[src/rtl/seg_scan_ctrl.sv]
// seg_scan_ctrl
//   Time-multiplexed scan controller for a 4-digit seven-segment display.
//   Holds a 16-bit hex value plus four decimal-point bits and steps a 2-bit
//   digit select every REFRESH_DIV clocks. It drives the active-low segment
//   pattern and decimal point for the selected digit. Loads go into a shadow
//   buffer and are committed to the display only on the 3->0 select wrap,
//   so a frame is never torn.
//
// Parameters
//   REFRESH_DIV  clock cycles per digit slot (>= 2)
//
// Ports
//   clk          system clock
//   reset        synchronous, active-high reset
//   value[15:0]  hex value; nibble k -> digit k (digit 0 is rightmost)
//   dp_in[3:0]   decimal-point request per digit, 1 = lit
//   load         strobe: capture value/dp_in into the shadow buffer
//   digit_en[3:0] live per-digit enable, 0 blanks segments and dp
//   sel[1:0]     active digit, to the anode decoder
//   seg[6:0]     active-low segments {g,f,e,d,c,b,a}
//   dp           active-low decimal point
//   frame_start  one-cycle pulse on the edge where sel wraps 3->0
//
// Build option
//   SEG_SCAN_LZB_EN  when defined, digits 3..1 are blanked while they and
//                    every more-significant nibble of the display are zero.

module seg_scan_ctrl #(
  parameter int unsigned REFRESH_DIV = 100000
) (
  input  logic        clk,
  input  logic        reset,
  input  logic [15:0] value,
  input  logic [3:0]  dp_in,
  input  logic        load,
  input  logic [3:0]  digit_en,
  output logic [1:0]  sel,
  output logic [6:0]  seg,
  output logic        dp,
  output logic        frame_start
);

  localparam int unsigned PW = (REFRESH_DIV > 1) ? $clog2(REFRESH_DIV) : 1;
  localparam logic [PW-1:0] PLAST = PW'(REFRESH_DIV - 1);

  localparam logic [6:0] SEG_OFF  = 7'b1111111;
  localparam logic [6:0] SEG_ZERO = 7'b1000000;

  typedef enum logic [1:0] {
    DIG0 = 2'd0,
    DIG1 = 2'd1,
    DIG2 = 2'd2,
    DIG3 = 2'd3
  } digit_t;

  digit_t          state, state_nxt;
  logic [PW-1:0]   pcnt, pcnt_nxt;
  logic            tick;
  logic            wrap;
  logic            commit;

  logic [15:0]     sh_val;
  logic [3:0]      sh_dp;
  logic            pending;
  logic [15:0]     d_val, d_val_nxt;
  logic [3:0]      d_dp, d_dp_nxt;

  logic [1:0]      idx;
  logic [3:0]      nib;
  logic            lz_blank;
  logic [6:0]      seg_nxt;
  logic            dp_nxt;
  logic            fs_nxt;

  function automatic logic [6:0] font(input logic [3:0] n);
    logic [6:0] f;
    case (n)
      4'h0: f = 7'b1000000;
      4'h1: f = 7'b1111001;
      4'h2: f = 7'b0100100;
      4'h3: f = 7'b0110000;
      4'h4: f = 7'b0011001;
      4'h5: f = 7'b0010010;
      4'h6: f = 7'b0000010;
      4'h7: f = 7'b1111000;
      4'h8: f = 7'b0000000;
      4'h9: f = 7'b0010000;
      4'hA: f = 7'b0001000;
      4'hB: f = 7'b0000011;
      4'hC: f = 7'b1000110;
      4'hD: f = 7'b0100001;
      4'hE: f = 7'b0000110;
      default: f = 7'b0001110;
    endcase
    return f;
  endfunction

  // State register: digit slot and prescaler.
  always_ff @(posedge clk) begin
    if (reset) begin
      state <= DIG0;
      pcnt  <= '0;
    end else begin
      state <= state_nxt;
      pcnt  <= pcnt_nxt;
    end
  end

  // Next-state logic.
  always_comb begin
    tick      = (pcnt == PLAST);
    pcnt_nxt  = tick ? '0 : pcnt + PW'(1);
    state_nxt = state;
    if (tick) begin
      case (state)
        DIG0:    state_nxt = DIG1;
        DIG1:    state_nxt = DIG2;
        DIG2:    state_nxt = DIG3;
        default: state_nxt = DIG0;
      endcase
    end
    wrap = tick && (state == DIG3);
  end

  // Double buffer. The commit reads the shadow as it was before this edge,
  // so a load landing on the wrap edge stays pending for the next frame.
  assign commit    = wrap & pending;
  assign d_val_nxt = commit ? sh_val : d_val;
  assign d_dp_nxt  = commit ? sh_dp  : d_dp;

  always_ff @(posedge clk) begin
    if (reset) begin
      sh_val  <= '0;
      sh_dp   <= '0;
      pending <= 1'b0;
      d_val   <= '0;
      d_dp    <= '0;
    end else begin
      if (load) begin
        sh_val <= value;
        sh_dp  <= dp_in;
      end
      pending <= load | (pending & ~wrap);
      d_val   <= d_val_nxt;
      d_dp    <= d_dp_nxt;
    end
  end

  // Output logic. Evaluated against the next slot and next display data so
  // the registered seg/dp line up with sel in the same cycle, including the
  // digit-0 slot that opens right on a commit.
  always_comb begin
    idx = state_nxt;
    nib = d_val_nxt[{idx, 2'b00} +: 4];

`ifdef SEG_SCAN_LZB_EN
    case (idx)
      2'd1:    lz_blank = (d_val_nxt[15:4]  == '0);
      2'd2:    lz_blank = (d_val_nxt[15:8]  == '0);
      2'd3:    lz_blank = (d_val_nxt[15:12] == '0);
      default: lz_blank = 1'b0;
    endcase
`else
    lz_blank = 1'b0;
`endif

    if (!digit_en[idx]) begin
      seg_nxt = SEG_OFF;
      dp_nxt  = 1'b1;
    end else if (lz_blank) begin
      seg_nxt = SEG_OFF;
      dp_nxt  = ~d_dp_nxt[idx];
    end else begin
      seg_nxt = font(nib);
      dp_nxt  = ~d_dp_nxt[idx];
    end

    fs_nxt = wrap;
  end

  always_ff @(posedge clk) begin
    if (reset) begin
      seg         <= SEG_ZERO;
      dp          <= 1'b1;
      frame_start <= 1'b0;
    end else begin
      seg         <= seg_nxt;
      dp          <= dp_nxt;
      frame_start <= fs_nxt;
    end
  end

  assign sel = state;

endmodule

[config.mk]
export PLATFORM = sky130hd
export DESIGN_NAME = seg_scan_ctrl
export DESIGN_NICKNAME = d
export VERILOG_FILES = /design/src/rtl/seg_scan_ctrl.sv
export SDC_FILE = /design/constraint.sdc
export NUM_CORES = 1
export LEC_CHECK = 0
export BUFFER_PORTS_ARGS = -buffer_cell sky130_fd_sc_hd__buf_2
export CAP_MARGIN = 5
export CORE_MARGIN = 2
export CORE_UTILIZATION = 30
export DETAILED_ROUTE_END_ITERATION = 8
export PLACE_DENSITY = 0.54
export SLEW_MARGIN = 30
export SYNTH_ARGS = -nofsm -noshare
export SYNTH_HDL_FRONTEND = slang
export SYNTH_SLANG_ARGS = --single-unit
[constraint.sdc]
create_clock -name clk -period 3.47 [get_ports clk]
set_input_delay 0.347 -clock clk [delete_from_list [all_inputs] [get_ports clk]]
set_output_delay 0.347 -clock clk [all_outputs]
set_load 0.005 [all_outputs]
After elaboration in Yosys (flattened, before gate mapping)
Memory sizes are Yosys's and may differ from the RTL's. Index checks and enable logic that the tools add are counted. W data, S select, Z words.

Bits in registers: 69. ROM bits: 112. Bits of input ports: 27. Output and inout port bits: 11. Logic and storage cells: 38. Memories: 1.

Memory list: (no name shown) (words 16, width 7, rd ports 1, clocked after Yosys merged registers in 0, write ports 0, RTL line 77) `case (n)`.

Add/subtract/negate cells: 1. $lt $le $gt $ge: 1. Equality and inequality tests: 4. Shift operators: 1. Mux-type cells: 9. Bitwise operators: 6. Reductions and logical operators: 4.

Operators with widths (count): $add A17 B1 Y17 const B (1); $eq A17 B17 Y1 const B (1); $mux W16 (1); $shiftx A16 B5 Y4 (1); $mux W6 (1); $pmux W2 S3 (1); $bmux W1 S2 (2); $eq A2 B2 Y1 const B (2); $mux W4 (1); $reduce_or A2 Y1 (2); $lt A2 B3 Y1 const B (1); $not A1 Y1 (3); $and A1 B1 Y1 (2); $eq A2 B1 Y1 const B (1); $logic_not A2 Y1 (1); $mux W1 (2); $mux W2 (1); $logic_and A1 B1 Y1 (1); $or A1 B1 Y1 (1).

Logic depth before layout (Yosys ltp)
Gate-level depths: netlist of the first run.

Word-level depth: 7. Gate-level depth with buffers: 14. Gate-level depth less buffers: 13.

Worst setup path after synthesis of the first run
No wires, ideal clock.

Path type: register -> register. From: reg pcnt[0]. To: reg seg[3]. Setup time: 0.138 ns. Data arrival time: 3.234 ns. Required time: 3.332 ns. Setup slack: 0.098 ns. Cell stages (with the launch flop): 12. Path buffers: 0. Period minus slack after synthesis: 3.372 ns. Path through: dfxtp_1 ha_1 nand4_1 nor4_4 mux2i_1 a31oi_1 a22oi_1 inv_1 ha_1 mux2_2 mux2i_1 a21oi_1.

Word-level cells in the longest chain between the ends: 7.

Ends and longest elaborated chain: start: declaration (RTL line 57) `logic [PW-1:0] pcnt, pcnt_nxt;`; start signal: assignment (RTL line 105) `pcnt <= pcnt_nxt;`; $eq A17 B17 Y1 (*) (RTL line 111) `tick = (pcnt == PLAST);`; $logic_and A1 B1 Y1 (RTL line 122) `wrap = tick && (state == DIG3);`; $and A1 B1 Y1 (RTL line 127) `assign commit = wrap & pending;`; $mux W16 (RTL line 128) `assign d_val_nxt = commit ? sh_val : d_val;`; $shiftx A16 B5 Y4 (RTL line 154) `nib = d_val_nxt[{idx, 2'b00} +: 4];`; $mem_v2 Z16 W7; $mux W6 (*) (RTL line 167) `if (!digit_en[idx]) begin`; end signal: assignment (RTL line 187) `seg <= seg_nxt;`; end: declaration (RTL line 38) `output logic [6:0] seg,`.

Every way passes the cells marked *; elsewhere a longest branch is shown, timed or not. The select of a mux whose other input is x is not followed. A chain may end at the register's enable or synchronous reset.

Worst setup path after layout of the first run
Same ends and word-level chain as after synthesis.

==> impl_metrics.yaml, run 1 <==
status:
  status: "completed"
route:
  dr.pass1.iters: 4
  drc: 0
  m1WireLength_mm: 3.47
  vias: 2603
  wl_met3_um: 359
  routedWlPerCell_um: 13.0
  postRouteAntennaNets: 0
  route.met2.wl_mm: 3.20
  routed_wl_mm: 7.12
  top_layer: "met4"
  vias_per_cell: 4.76
  drt-initial-drc-count: 128
clocking:
  clock_sinks: 69
  cts_made_buffers: 9
  clk_pin_slew_ns: 0.08
  cts_root_buf: "clkbuf_8"
  insertion_delay_ns: 0.35
  ctsLongestPathBuffers: 2
  htreeDepth: 3
  cts_tree: "yes"
yosys:
  ys.flop_type: "dfxtp_1"
  yosys_register_bits: 69
  synthArstFlopShare: 0
  avgSynthCellArea_um2: 8.74
  syn_nets: 396
  synth_edf_count: 0
  yosysUniqueCellTypes: 44
  syn_inst: 359
  yosysWarningCount: 0
  mappedNetlistArea_um2: 3140
  seq_area_frac_synth: 0.440
sta:
  timing.final.ws_setup_ns: 0.273
  final.min_clock_period_ns: 3.20
  fmax_mhz: 313
  rsz0062_at_grt: "false"
  slew-limit-headroom: 0.586
  tns_ns: 0
  min_period_over_period: 0.921
  final_hold_viol_count: 0
  tightest_slew_ns: 0.621
  setup_viol: 0
  drv_slew: 0
  worst_hold_slack_ns: 0.231
  fin_worst_skew_ns: 0.0103
floorplanning:
  dieArea_um2: 11300
  dieHeight_um: 106
  ios: 38
  rows: 37
  core_area_um2: 10200
  start_util: 0.307
  die_x_um: 106
cells_and_area:
  n_antenna_cell: 0
  final_common_cell: "dfxtp_1"
  mostFrequentLayoutCells: "69 x dfxtp_1, 46 x nand2_1, 46 x nor2_1"
  fin_util: 0.367
  drive_gt1_frac: 0.195
  design_area_um2: 3750
  instances_no_fill: 547
  nets: 443
  fillCellCount: 1054
  area_growth_pct: 19.7
worst_setup_path:
  path_max_fanout: 6
  critPathLaunchType: "register"
  required_ns: 3.67
  end_kind: "register"
  r2r_setup_slack_ns: 0.27
  arrival_ns: 3.40
  crit_type: "register to register"
global_route:
  grt_pass1_wl_mm: 12.0
  gr-total-overflow: 0
  antenna_found_initial: 0
  grt_usage: 0.133
  grt_pass1_vias: 2477
  grt_max_degree: 54
place:
  numPortBuffers: 37
  dp.cells: 531
  gp_congestion: 0.773
  dp_slack_ns: 0.225
  hpwlAfterDp_mm: 5.07
  place_area_um2: 3540
pwr:
  power_density_nw_per_um2: 416
  p_leak_nw: 1.45
  ir_worst_vdd_mv: 0.151
  power_mw: 1.56
job:
  cap_violations: 0
min_path:
  hold_class: "input pin to register"
==> routing by layer <==
layer	GRT usage	up-vias
met5	0	-
met4	0.0423	0
met3	0.0374	8
met2	0.207	55
met1	0.178	1203
li1	-	1337
==> worst paths after layout <==
check               to  depth (start not counted)      from
min          sh_val[1]                          3  value[1]
max             seg[3]                         11   pcnt[0]
min reg2reg   d_val[8]                          2  d_val[8]
max reg2reg     seg[3]                         11   pcnt[0]
==> power breakdown <==
part	internal, mW	switching [mW]
Sequential	0.813	0.0154
Combinational	0.0356	0.0380
Clock	0.334	0.326
==> worst max-delay path, cell delays in order (launching register included) <==
cell and delay (ns):
dfxtp_1 0.37, ha_1 0.22, nand4_1 0.25, nor4_4 0.37, mux2_4 0.34, mux4_2 0.46, o211ai_4 0.24, inv_1 0.12
ha_1 0.21, mux2_2 0.26, mux2i_1 0.13, a21oi_1 0.08
==> logic make-up after synthesis <==
| family | share of synthesized area |
|---|---|
| AOI/OAI and AO/OA | 0.105 |
| xor gates and xnor gates | 0.0419 |
| adders and majority gates | 0.0399 |
| buffers and inverters | 0.0411 |
| DFF | 0.440 |
| muxes | 0.114 |
| and+or+nand+nor | 0.217 |
==> registers in the layout, indices dropped and copies added (netlist names), 2 cells and up <==
name    flops
seg         7
sh_val     16
d_val      16
d_dp        4
sh_dp       4
sel         2
pcnt       17
==> what timing repair did <==
item	CTS	global route
resized for setup	0	3
setup buffers	0	0
hold endpoints to repair	0	0
hold buffers	0	0
endpoints found under the setup margin	0	1
==> final cells by class <==
| cell class | instances | area, µm² | area share |
|---|---|---|---|
| inverters | 12 | 45.0 | 0.0120 |
| flip-flops and latches | 69 | 1380 | 0.368 |
| well taps | 136 | 170 | 0.0453 |
| clock inverters | 7 | 75.1 | 0.0200 |
| clock buffers | 9 | 124 | 0.0330 |
| repair buffers | 54 | 313 | 0.0833 |
| multi-input cells | 260 | 1650 | 0.439 |
==> synthesized netlist by cell type (5+ instances only) <==
master	instances	area share
nand4_1	14	0.028
mux2i_1	31	0.099
ha_1	10	0.040
a21oi_1	25	0.040
a31oi_1	7	0.014
nor2_1	46	0.055
xor2_1	9	0.025
clkbuf_1	12	0.014
nand2_1	46	0.055
o21ai_0	10	0.016
o211ai_1	5	0.012
inv_1	12	0.014
dfxtp_1	69	0.44
nand3_1	19	0.030
xnor2_1	6	0.017
Power figures use the tool's default switching activity.
==> inputs of run 2 (changes only) <==
--- a/config.mk
+++ b/config.mk
@@ -8,9 +8,9 @@
 export BUFFER_PORTS_ARGS = -buffer_cell sky130_fd_sc_hd__buf_2
 export CAP_MARGIN = 5
 export CORE_MARGIN = 2
-export CORE_UTILIZATION = 30
+export CORE_UTILIZATION = 52
 export DETAILED_ROUTE_END_ITERATION = 8
-export PLACE_DENSITY = 0.54
+export PLACE_DENSITY = 0.81
 export SLEW_MARGIN = 30
 export SYNTH_ARGS = -nofsm -noshare
 export SYNTH_HDL_FRONTEND = slang
==> impl_metrics.yaml, run 2 (same netlist as run 1, synthesis figures left out) <==
floorplanning:
  start_util: 0.533
  ios: 38
  rows: 28
  dieHeight_um: 81.7
  dieArea_um2: 6670
  die_x_um: 81.7
  core_area_um2: 5890
route:
  drt-initial-drc-count: 93
  postRouteAntennaNets: 0
  routed_wl_mm: 6.77
  routedWlPerCell_um: 14.0
  drc: 0
  vias_per_cell: 5.53
  vias: 2670
  dr.pass1.iters: 4
worst_setup_path:
  crit_type: "register to register"
  r2r_setup_slack_ns: 0.14
  reg2reg_from: "pcnt[8]"
  ff2ff_path_depth: 10
  path_max_fanout: 6
  end_kind: "register"
  r2r_end: "seg[3]"
  required_ns: 3.68
  critPathLaunchType: "register"
  arrival_ns: 3.54
pwr:
  p_sw_frac: 0.222
  power.switching_mw: 0.346
  ir_worst_vdd_mv: 0.286
  power_density_nw_per_um2: 427
  p_leak_nw: 1.45
  p_int_mw: 1.21
  power.share.clock: 0.422
  pwr-share-seq: 0.532
  p_comb_frac: 0.046
global_route:
  antenna_found_initial: 0
  grt_pass1_vias: 2470
  grt_usage: 0.224
  grt_pass1_wl_mm: 11.2
  grt_max_degree: 54
  gr-total-overflow: 0
clocking:
  cts_made_buffers: 9
  clock_sinks: 69
  cts_root_buf: "clkbuf_8"
  post_cts_buffers: 0
  clk_pin_slew_ns: 0.07
  cts_tree: "yes"
  htreeDepth: 3
  insertion_delay_ns: 0.36
  ctsLongestPathBuffers: 2
place:
  gp_congestion: 0.877
  numPortBuffers: 37
  dp_slack_ns: 0.231
  hpwlAfterDp_mm: 4.76
cells_and_area:
  area_growth_pct: 16.3
  multiInputGateArea_um2: 1630
  drive_gt1_frac: 0.186
  fillCellCount: 518
  reg.largest.list: "pcnt x17, d_val x16, sh_val x16"
  regArea_um2: 1380
  largest_register_ffs: 17
  nets: 441
  n_antenna_cell: 0
  mostFrequentLayoutCells: "69 x dfxtp_1, 46 x nand2_1, 46 x nor2_1"
  final_common_cell: "dfxtp_1"
  largest-register: "pcnt"
min_path:
  hold_class: "input pin to register"
  whs_path_depth: 3
  hold_path_end: "sh_val[13]"
  hold_start: "value[13]"
sta:
  tightest_slew_ns: 0.647
  tns_ns: 0
  setup_viol: 0
  timing.final.ws_setup_ns: 0.140
  drv_slew: 0
  final.min_clock_period_ns: 3.33
  rsz0062_at_grt: "false"
  final_hold_viol_count: 0
  min_period_over_period: 0.960
  slew-limit-headroom: 0.567
  fin_worst_skew_ns: 0.00982
  fmax_mhz: 300
status:
  status: "completed"
job:
  cap_violations: 0
[run 2: area by class of cell]
type / count / share of cell area
multi-input cells: 260 / 0.447
well taps: 75 / 0.0257
repair buffers: 52 / 0.0816
flip-flops and latches: 69 / 0.379
inverters: 12 / 0.0123
clock inverters: 4 / 0.0130
clock buffers: 11 / 0.0415
[run 2: worst max path at each step]
stage	slack [ns]	to	startpoint	depth (start not counted)
final	0.14	seg[3]	pcnt[8]	10
after global routing	0.009	seg[3]	pcnt[0]	13
after CTS	0.21	seg[3]	pcnt[0]	11
after detailed placement	0.23	seg[3]	pcnt[0]	11
after global placement	0.38	seg[3]	pcnt[0]	11
after floorplan	0.1	seg[3]	pcnt[0]	11
[run 2: worst max-delay path, cell delays in order (launching register included)]
cell and delay (ns):
dfxtp_1 0.33, or4_4 0.58, nor4_4 0.37, mux2_4 0.35, mux4_2 0.43, o211ai_2 0.30, inv_1 0.14, ha_1 0.22
mux2_2 0.26, mux2i_1 0.14, a21oi_1 0.08
[run 2: metrics by stage]
stage / util / cell area (µm²) / hold slack, ns / power, mW / std cells
2_1_floorplan: - / 3140 / 0.426 / 0.889 / 359
3_3_place_gp: 0.585 / 3440 / 0.441 / 0.915 / 468
3_5_place_dp: 0.585 / 3440 / 0.446 / 0.919 / 468
4_1_cts: 0.619 / 3640 / 0.218 / 1.57 / 483
5_1_grt: 0.620 / 3650 / 0.215 / 1.61 / 483
6_report: 0.620 / 3650 / 0.224 / 1.56 / 483
[run 2: repair_timing]
action                                  CTS  global route
hold buffers                              0             0
endpoints found under the setup margin    0             1
gates resized for setup                   0             1
[run 2: power by group through the flow]
stage               registers [mW]  clock network [mW]  logic, mW
CTS                          0.828               0.664     0.0732
global route                 0.831               0.698     0.0821
finish                       0.829               0.658     0.0723
detailed placement           0.846                   0     0.0731
global placement             0.845                   0     0.0703
floorplan                    0.841                   0     0.0471
[run 2: routing by layer]
layer  routed length (µm)  track usage
met5                    0            0
met4                  191        0.123
met3                  399       0.0593
met2                 3110        0.356
met1                 3060        0.277
